`config.mk`:
```
export PLATFORM = sky130hd
export DESIGN_NAME = policy_table_loader
export DESIGN_NICKNAME = d
export VERILOG_FILES = /design/src/rtl/policy_table_loader.sv
export SDC_FILE = /design/constraint.sdc
export NUM_CORES = 1
export LEC_CHECK = 0
export CAP_MARGIN = 20
export CORE_MARGIN = 2
export CORE_UTILIZATION = 35
export CTS_CLUSTER_DIAMETER = 50
export DETAILED_ROUTE_END_ITERATION = 7
export GPL_TIMING_DRIVEN = 0
export PLACE_DENSITY = 0.85
export SETUP_SLACK_MARGIN = 0.1
export SLEW_MARGIN = 40
export SYNTH_ARGS = -nofsm -noshare
export SYNTH_HDL_FRONTEND = slang
export SYNTH_SLANG_ARGS = --single-unit
```
`constraint.sdc`:
```
create_clock -name clk_i -period 1.5 [get_ports clk_i]
set_input_delay 0.3 -clock clk_i [delete_from_list [all_inputs] [get_ports clk_i]]
set_output_delay 0.3 -clock clk_i [all_outputs]
set_load 0.005 [all_outputs]
```
`src/rtl/policy_table_loader.sv`:
```
// Burst loader streaming DEPTH words into one of N_TABLES policy tables.
// Gated per initiator by load_ctrl, with abort, idle timeout and error codes.
module policy_table_loader #(
  parameter int N_PERIPH = 8,
  parameter int ID_W     = 3,
  parameter int DATA_W   = 32,
  parameter int N_TABLES = 3,
  parameter int SEL_W    = 2,
  parameter int DEPTH    = 8,
  parameter int ADDR_W   = $clog2(DEPTH),
  parameter int TIMEOUT  = 16
) (
  input  logic                clk_i,
  input  logic                rst_i,
  input  logic                start_i,
  input  logic [SEL_W-1:0]    tbl_sel_i,
  input  logic [ID_W-1:0]     id_i,
  input  logic [N_PERIPH-1:0] load_ctrl_i,
  input  logic [DATA_W-1:0]   data_i,
  input  logic                valid_i,
  output logic                ready_o,
  input  logic                abort_i,
  output logic [N_TABLES-1:0] tbl_wr_o,
  output logic [ADDR_W-1:0]   tbl_addr_o,
  output logic [DATA_W-1:0]   tbl_data_o,
  output logic                busy_o,
  output logic                done_o,
  output logic                err_o,
  output logic [1:0]          err_code_o
);

  localparam int TW   = (TIMEOUT > 1) ? $clog2(TIMEOUT) : 1;
  localparam int TMAX = (TIMEOUT > 0) ? TIMEOUT - 1 : 0;

  localparam logic [1:0] ERR_SEL   = 2'd1;
  localparam logic [1:0] ERR_ABORT = 2'd2;
  localparam logic [1:0] ERR_TMO   = 2'd3;

  typedef enum logic [1:0] {
    IDLE,
    LOAD,
    DONE
  } state_e;

  state_e              state_q, state_d;
  logic [SEL_W-1:0]    sel_q, sel_d;
  logic [ADDR_W-1:0]   count_q, count_d;
  logic [TW-1:0]       timer_q, timer_d;
  logic [N_TABLES-1:0] wr_q, wr_d;
  logic [ADDR_W-1:0]   addr_q, addr_d;
  logic [DATA_W-1:0]   data_q, data_d;
  logic                err_q, err_d;
  logic [1:0]          code_q, code_d;

  logic ctrl_bit;
  logic beat;
  logic sel_ok;
  logic last;
  logic idle_exp;

  // Pick the initiator's enable bit; ids past the vector read as disabled
  always_comb begin
    ctrl_bit = 1'b0;
    for (int i = 0; i < N_PERIPH; i++) begin
      if (id_i == ID_W'(i)) begin
        ctrl_bit = load_ctrl_i[i];
      end
    end
  end

  assign ready_o  = (state_q == LOAD) & ctrl_bit;
  assign beat     = valid_i & ready_o;
  assign sel_ok   = int'(tbl_sel_i) < N_TABLES;
  assign last     = count_q == ADDR_W'(DEPTH - 1);
  assign idle_exp = (TIMEOUT != 0) && (timer_q == TW'(TMAX));

  // Next-state and registered-output computation
  always_comb begin
    state_d = state_q;
    sel_d   = sel_q;
    count_d = count_q;
    timer_d = timer_q;
    wr_d    = '0;
    addr_d  = '0;
    data_d  = '0;
    err_d   = 1'b0;
    code_d  = 2'd0;
    unique case (state_q)
      IDLE: begin
        if (start_i) begin
          if (sel_ok) begin
            sel_d   = tbl_sel_i;
            count_d = '0;
            timer_d = '0;
            state_d = LOAD;
          end else begin
            err_d  = 1'b1;
            code_d = ERR_SEL;
          end
        end
      end
      LOAD: begin
        if (abort_i) begin
          state_d = IDLE;
          err_d   = 1'b1;
          code_d  = ERR_ABORT;
        end else if (beat) begin
          wr_d    = N_TABLES'(1) << sel_q;
          addr_d  = count_q;
          data_d  = data_i;
          timer_d = '0;
          if (last) begin
            count_d = '0;
            state_d = DONE;
          end else begin
            count_d = count_q + ADDR_W'(1);
          end
        end else if (idle_exp) begin
          state_d = IDLE;
          err_d   = 1'b1;
          code_d  = ERR_TMO;
        end else begin
          timer_d = timer_q + TW'(1);
        end
      end
      DONE: begin
        state_d = IDLE;
      end
      default: begin
        state_d = IDLE;
      end
    endcase
  end

  // State and output registers, synchronous reset
  always_ff @(posedge clk_i) begin
    if (rst_i) begin
      state_q <= IDLE;
      sel_q   <= '0;
      count_q <= '0;
      timer_q <= '0;
      wr_q    <= '0;
      addr_q  <= '0;
      data_q  <= '0;
      err_q   <= 1'b0;
      code_q  <= 2'd0;
    end else begin
      state_q <= state_d;
      sel_q   <= sel_d;
      count_q <= count_d;
      timer_q <= timer_d;
      wr_q    <= wr_d;
      addr_q  <= addr_d;
      data_q  <= data_d;
      err_q   <= err_d;
      code_q  <= code_d;
    end
  end

  assign tbl_wr_o   = wr_q;
  assign tbl_addr_o = addr_q;
  assign tbl_data_o = data_q;
  assign busy_o     = state_q != IDLE;
  assign done_o     = state_q == DONE;
  assign err_o      = err_q;
  assign err_code_o = code_q;

endmodule

```
==> results of run 1 <==
-- routing by layer --
metal	routed length, µm	part of all wire
met3	555	0.090
met2	3160	0.51
met4	138	0.022
met5	0	0
met1	2280	0.37
-- stage by stage --
step / cells / TNS [ps] / hold WS, ps / power (mW) / setup slack [ps]
after floorplan: 176 / -20.7 / 422 / 1.55 / -20.7
after global placement: 339 / -32340 / 458 / 1.73 / -943
after detailed placement: 339 / -33670 / 458 / 1.74 / -956
after CTS: 367 / -940 / 460 / 2.61 / -53.7
after global routing: 376 / -34.8 / 404 / 2.78 / -13.7
final: 376 / 0 / 385 / 2.66 / 4.84
-- layout make-up --
cell class / instances / area share
repair buffers: 121 / 0.330
flip-flops and latches: 52 / 0.309
multi-input cells: 115 / 0.284
well taps: 70 / 0.0257
clock buffers: 6 / 0.0243
plain buffers: 5 / 0.0176
inverters: 5 / 0.00551
clock inverters: 2 / 0.00404
-- worst min-delay path by stage --
stage | startpoint | to | slack (ps) | cells after the start
finish | tbl_sel_i[1] | state_q[0] | 380 | 3
global route | tbl_sel_i[1] | state_q[0] | 400 | 3
CTS | sel_q[1] | tbl_wr_o[0] | 460 | 1
detailed placement | sel_q[1] | tbl_wr_o[0] | 460 | 1
global placement | sel_q[1] | tbl_wr_o[0] | 460 | 1
floorplan | data_i[20] | tbl_data_o[20] | 420 | 1
-- cell families after synthesis --
logic type | after synthesis | share of synthesized area
compound gates | 24 | 0.0980
mux | 4 | 0.0224
simple gates | 83 | 0.273
fa+ha+maj | 3 | 0.0204
buf+inv | 10 | 0.0204
flops | 52 | 0.566
-- where the power goes --
| group | internal [mW] | switching [mW] | total, mW |
|---|---|---|---|
| Clock | 0.378 | 0.451 | 0.829 |
| Sequential | 1.40 | 0.0119 | 1.41 |
| Combinational | 0.254 | 0.173 | 0.428 |
-- flip-flops by register name, summed over array words and instances (netlist names) --
name / flops
err_code_o: 2
state_q: 2
sel_q: 2
tbl_data_o: 32
tbl_addr_o: 3
timer_q: 4
tbl_wr_o: 3
count_q: 3
err_o: 1
-- cell usage after synthesis, types with 2 or more instances --
cell       n
dfxtp_1   52
clkbuf_1   5
nand3b_1   2
and2_1    35
mux2i_1    3
nand3_1    4
o32ai_1    2
nor2b_1    3
ha_1       3
nor4b_1    2
o21ai_0    4
nand2_1    6
nand2b_1   3
a21oi_1   10
or3_1      2
inv_1      5
nor3_1     7
nor2_1     9
and3_1     2
-- critical path: stages --
cell,delay [ps]
buf_12,110
mux2i_4,180
a22oi_4,190
buf_6,140
nand3_4,100
or4_4,510
o31ai_2,180
-- what timing repair did --
| item | CTS | global route |
|---|---|---|
| buffers inserted | 16 | 9 |
| cloned | 4 | 0 |
| endpoints found under the hold margin | 0 | 0 |
| resized for setup | 123 | 36 |
| endpoints found under the setup margin | 94 | 52 |
| pin swaps | 20 | 19 |
==> results.sh, run 1 <==
export IMPL_cts_clk_slew_worst_paths_ps=90
export IMPL_postRouteAntennaNets=0
export IMPL_setup_viol=0
export IMPL_crit_path_end="count_q[0]"
export IMPL_fin_area_um2=3400
export IMPL_ir_drop_mv=0.367
export IMPL_io_pins=94
export IMPL_layout_common_cells="dfxtp_1 (46), dlygate4sd2_1 (46), clkdlybuf4s50_1 (32)"
export IMPL_wirelength_um=6140
export IMPL_avgRoutedWirePerCell_um=16.3
export IMPL_drive_gt1_frac=0.340
export IMPL_ys_types=36
export IMPL_use_met1=0.214
export IMPL_reg2reg_depth=7
export IMPL_yosysSeqAreaShare=0.566
export IMPL_grt_pass1_wl_um=9160
export IMPL_dieHeight_um=76.5
export IMPL_gp_congestion=0.824
export IMPL_power_density_nw_per_um2=783
export IMPL_synth_fp_nets=229
export IMPL_max_cap_violations=0
export IMPL_drtIter0Drc=65
export IMPL_worst_slew_pin_slew_ps=613
export IMPL_core_um2=5070
export IMPL_antenna_found_initial=0
export IMPL_worstSetupStartpoint="id_i[0]"
export IMPL_cp_arrival_ps=1710
export IMPL_skew_ps=3.42
export IMPL_rsz0062_at_grt="true"
export IMPL_post_route_util=0.671
export IMPL_diodes=0
export IMPL_ctsHoldBuffers=0
export IMPL_viasPerCell=4.84
export IMPL_max_slew_margin=0.591
export IMPL_fin_crit_ps=1500
export IMPL_yosys_area_top_type_share=0.566
export IMPL_rr_startpoint="state_q[1]"
export IMPL_clkLatencyLatePin_ps=300
export IMPL_htree_num_levels=2
export IMPL_async_flop_share=0
export IMPL_grt_max_degree=17
export IMPL_portBuffers=93
export IMPL_syn_to_final_growth_pct=85.1
export IMPL_detail_route_first_pass_iterations=4
export IMPL_rr_endpoint="tbl_data_o[13]"
export IMPL_die_width_um=76.5
export IMPL_gr_max_usage_layer="met2"
export IMPL_die_area_um2=5850
export IMPL_ys_warn_count=0
export IMPL_final_max_slew_viol_count=0
export IMPL_core_rowCount=26
export IMPL_hp_class="input port to flop"
export IMPL_synth_cell_area_um2=1840
export IMPL_outcome="finished, final reports clean"
export IMPL_synthFlopType="dfxtp_1"
export IMPL_grt_pass1_vias=1822
export IMPL_netlist_instances=176
export IMPL_fin_nets=358
export IMPL_end_kind="flop"
export IMPL_max_freq_mhz=669
export IMPL_cts_sinks=52
export IMPL_rrSetupSlack_ps=20
export IMPL_placed_area_um2=2920
export IMPL_synth_top_cell_by_area="dfxtp_1"
export IMPL_grtUsageMet3=0.0794
export IMPL_synth_edf_count=0
export IMPL_synth_area_leaders="dfxtp_1 (57%), and2_1 (12%), a21oi_1 (2.7%)"
export IMPL_fin_crit_sh=0.997
export IMPL_cts_tree="yes"
export IMPL_hpwlAfterDp_um=3780
export IMPL_nFillCells=383
export IMPL_clockRootBuffer="clkbuf_8"
export IMPL_multi_input_area_um2=968
export IMPL_num_vias=1821
export IMPL_avgSynthCellArea_um2=10.5
export IMPL_ys_ff_latch=52
export IMPL_crit_required_ps=1720
export IMPL_tritoncts_num_buffers=5
export IMPL_start_util=0.362
export IMPL_crit_type="input port to flop"
export IMPL_seqCellArea_um2=1050
export IMPL_grt_overflow=0
export IMPL_crit_path_start_kind="input port"
export IMPL_grt_usage=0.200
export IMPL_cts_max_path_buffers=2
export IMPL_hold_violations=0
export IMPL_cp_max_fo=5
export IMPL_use_met2=0.360
export IMPL_drc=0
export IMPL_p_leak_nw=1.60
Note: power is estimated with default switching activity, not from simulation.
==> inputs of run 2 (changes only) <==
--- a/config.mk
+++ b/config.mk
@@ -11,6 +11,7 @@
 export CTS_CLUSTER_DIAMETER = 50
 export DETAILED_ROUTE_END_ITERATION = 7
 export GPL_TIMING_DRIVEN = 0
+export MAX_ROUTING_LAYER = met4
 export PLACE_DENSITY = 0.85
 export SETUP_SLACK_MARGIN = 0.1
 export SLEW_MARGIN = 40
==> run 2 against run 1 <==
Against the previous run: total power down 0.13%; clock power barely moved; non-clock buffer count decreased by 1; via count up 0.66%; first-iteration DRC count increased by 15%; the flow now finishes with violations (setup timing); fmax shrank 1.5%.
==> results.sh, run 2 (synthesis results as in run 1) <==
export IMPL_grt_pass1_vias=1821
export IMPL_max_slew_margin=0.611
export IMPL_cts_sinks=52
export IMPL_grt_usage=0.207
export IMPL_diodes=0
export IMPL_cp_arrival_ps=1730
export IMPL_core_um2=5070
export IMPL_io_pins=94
export IMPL_fin_crit_sh=1.01
export IMPL_grt_max_degree=17
export IMPL_htree_num_levels=2
export IMPL_drc=0
export IMPL_clkLatencyLatePin_ps=310
export IMPL_cp_max_fo=5
export IMPL_rsz0062_at_grt="true"
export IMPL_outcome="finished with violations"
export IMPL_grt_overflow=0
export IMPL_end_kind="flop"
export IMPL_hpwlAfterDp_um=3780
export IMPL_drtIter0Drc=75
export IMPL_tritoncts_num_buffers=5
export IMPL_wirelength_um=6120
export IMPL_fin_nets=357
export IMPL_die_area_um2=5850
export IMPL_dieHeight_um=76.5
export IMPL_max_cap_violations=0
export IMPL_layout_common_cells="dlygate4sd2_1 (49), dfxtp_1 (46), clkdlybuf4s50_1 (32)"
export IMPL_crit_type="input port to flop"
export IMPL_cp_top_family="simple AND/OR/NAND/NOR gates"
export IMPL_antenna_found_initial=0
export IMPL_avgRoutedWirePerCell_um=16.3
export IMPL_cts_max_path_buffers=2
export IMPL_critPathSlowestCell="or4_4"
export IMPL_postRouteAntennaNets=0
export IMPL_cts_tree="yes"
export IMPL_cts_clk_slew_worst_paths_ps=90
export IMPL_core_rowCount=26
export IMPL_drive_gt1_frac=0.338
export IMPL_final_common_cell="dlygate4sd2_1"
export IMPL_holdWs_ps=373
export IMPL_rrSetupSlack_ps=10
export IMPL_ctsHoldBuffers=0
export IMPL_violations="setup timing"
export IMPL_hp_class="input port to flop"
export IMPL_die_width_um=76.5
export IMPL_p_leak_nw=1.59
export IMPL_grt_pass1_wl_um=9190
export IMPL_portBuffers=93
export IMPL_setup_viol=1
export IMPL_crit_required_ps=1710
export IMPL_clockRootBuffer="clkbuf_8"
export IMPL_hold_violations=0
export IMPL_path_cells="buf_12, mux2i_4, a22oi_4, buf_6, nand3_4, or4_4, o31ai_2"
export IMPL_start_util=0.362
export IMPL_ir_drop_mv=0.366
export IMPL_gp_congestion=0.836
export IMPL_largest_register_ffs=32
export IMPL_max_stage_delay_ps=510
export IMPL_skew_ps=5.98
export IMPL_worst_slew_pin_slew_ps=584
export IMPL_power_density_nw_per_um2=784
export IMPL_crit_path_start_kind="input port"
export IMPL_crit_buf_inv=2
export IMPL_viasPerCell=4.89
export IMPL_timing_final_ws_setup_ps=-18.6
export IMPL_fin_crit_ps=1520
export IMPL_power_mw=2.66
export IMPL_num_vias=1833
export IMPL_detail_route_first_pass_iterations=4
export IMPL_max_freq_mhz=659
export IMPL_syn_to_final_growth_pct=84.6
export IMPL_final_max_slew_viol_count=0
run 2: cell count changes in the layout (fill, tap and decap cells not counted):
cell | previous run | this run
buf_4 | 15 | 14
nand2_2 | 2 | 3
nor3_1 | 6 | 5
dlygate4sd2_1 | 46 | 49
clkdlybuf4s15_1 | 3 | 0
nand2_4 | 1 | 0
buf_12 | 2 | 3
o32ai_1 | 0 | 1
o32ai_2 | 2 | 1
nor3_2 | 1 | 2
buf_6 | 10 | 9
run 2: through the flow:
step	instance area [µm²]	worst slack (ps)	TNS, ps	util	instances
floorplan	1900	-20.7	-20.7	-	176
global placement	2920	-943	-32340	0.575	339
detailed placement	2920	-956	-33670	0.575	339
CTS	3260	-53.7	-940	0.642	367
global route	3390	-34.2	-160	0.669	375
finish	3390	-18.6	-18.6	0.669	375
run 2: path summary, 6_finish.rpt:
path | start | to | cells past startpoint
min | tbl_sel_i[1] | state_q[0] | 3
max reg2reg | count_q[0] | count_q[0] | 4
max | id_i[0] | count_q[0] | 7
min reg2reg | sel_q[1] | tbl_wr_o[0] | 1
run 2: cell type report:
| type | count | area (µm²) |
|---|---|---|
| Inverter | 5 | 18.8 |
| Timing Repair Buffer | 120 | 1120 |
| Sequential cell | 52 | 1050 |
| Multi-Input combinational cell | 115 | 961 |
| Clock buffer | 6 | 82.6 |
| Fill cell | 390 | 1680 |
| Clock inverter | 2 | 13.8 |
| Tap cell | 70 | 87.6 |
| Buffer | 5 | 60.1 |
run 2: worst reg2reg max path: stages (launching register included):
cell and delay, ps:
dfxtp_2 350, ha_4 160, ha_4 170, or4_4 530
o31ai_2 200
run 2: metal layers:
metal	up-vias	track usage	share of wire
met2	104	0.361	0.51
li1	858	-	-
met1	848	0.220	0.38
met4	0	0.0655	0.032
met5	-	-	0
met3	23	0.0711	0.084
run 2: where the power goes:
part           total [mW]  switching (mW)  internal (mW)
Sequential           1.41          0.0125           1.40
Combinational       0.422           0.169          0.253
Clock               0.830           0.452          0.378
run 2: timing repair:
item / in CTS / in global routing
resized for setup: 123 / 31
setup buffers: 16 / 8
gates cloned: 4 / 0
pin swaps: 20 / 17
endpoints found under the setup margin: 94 / 52
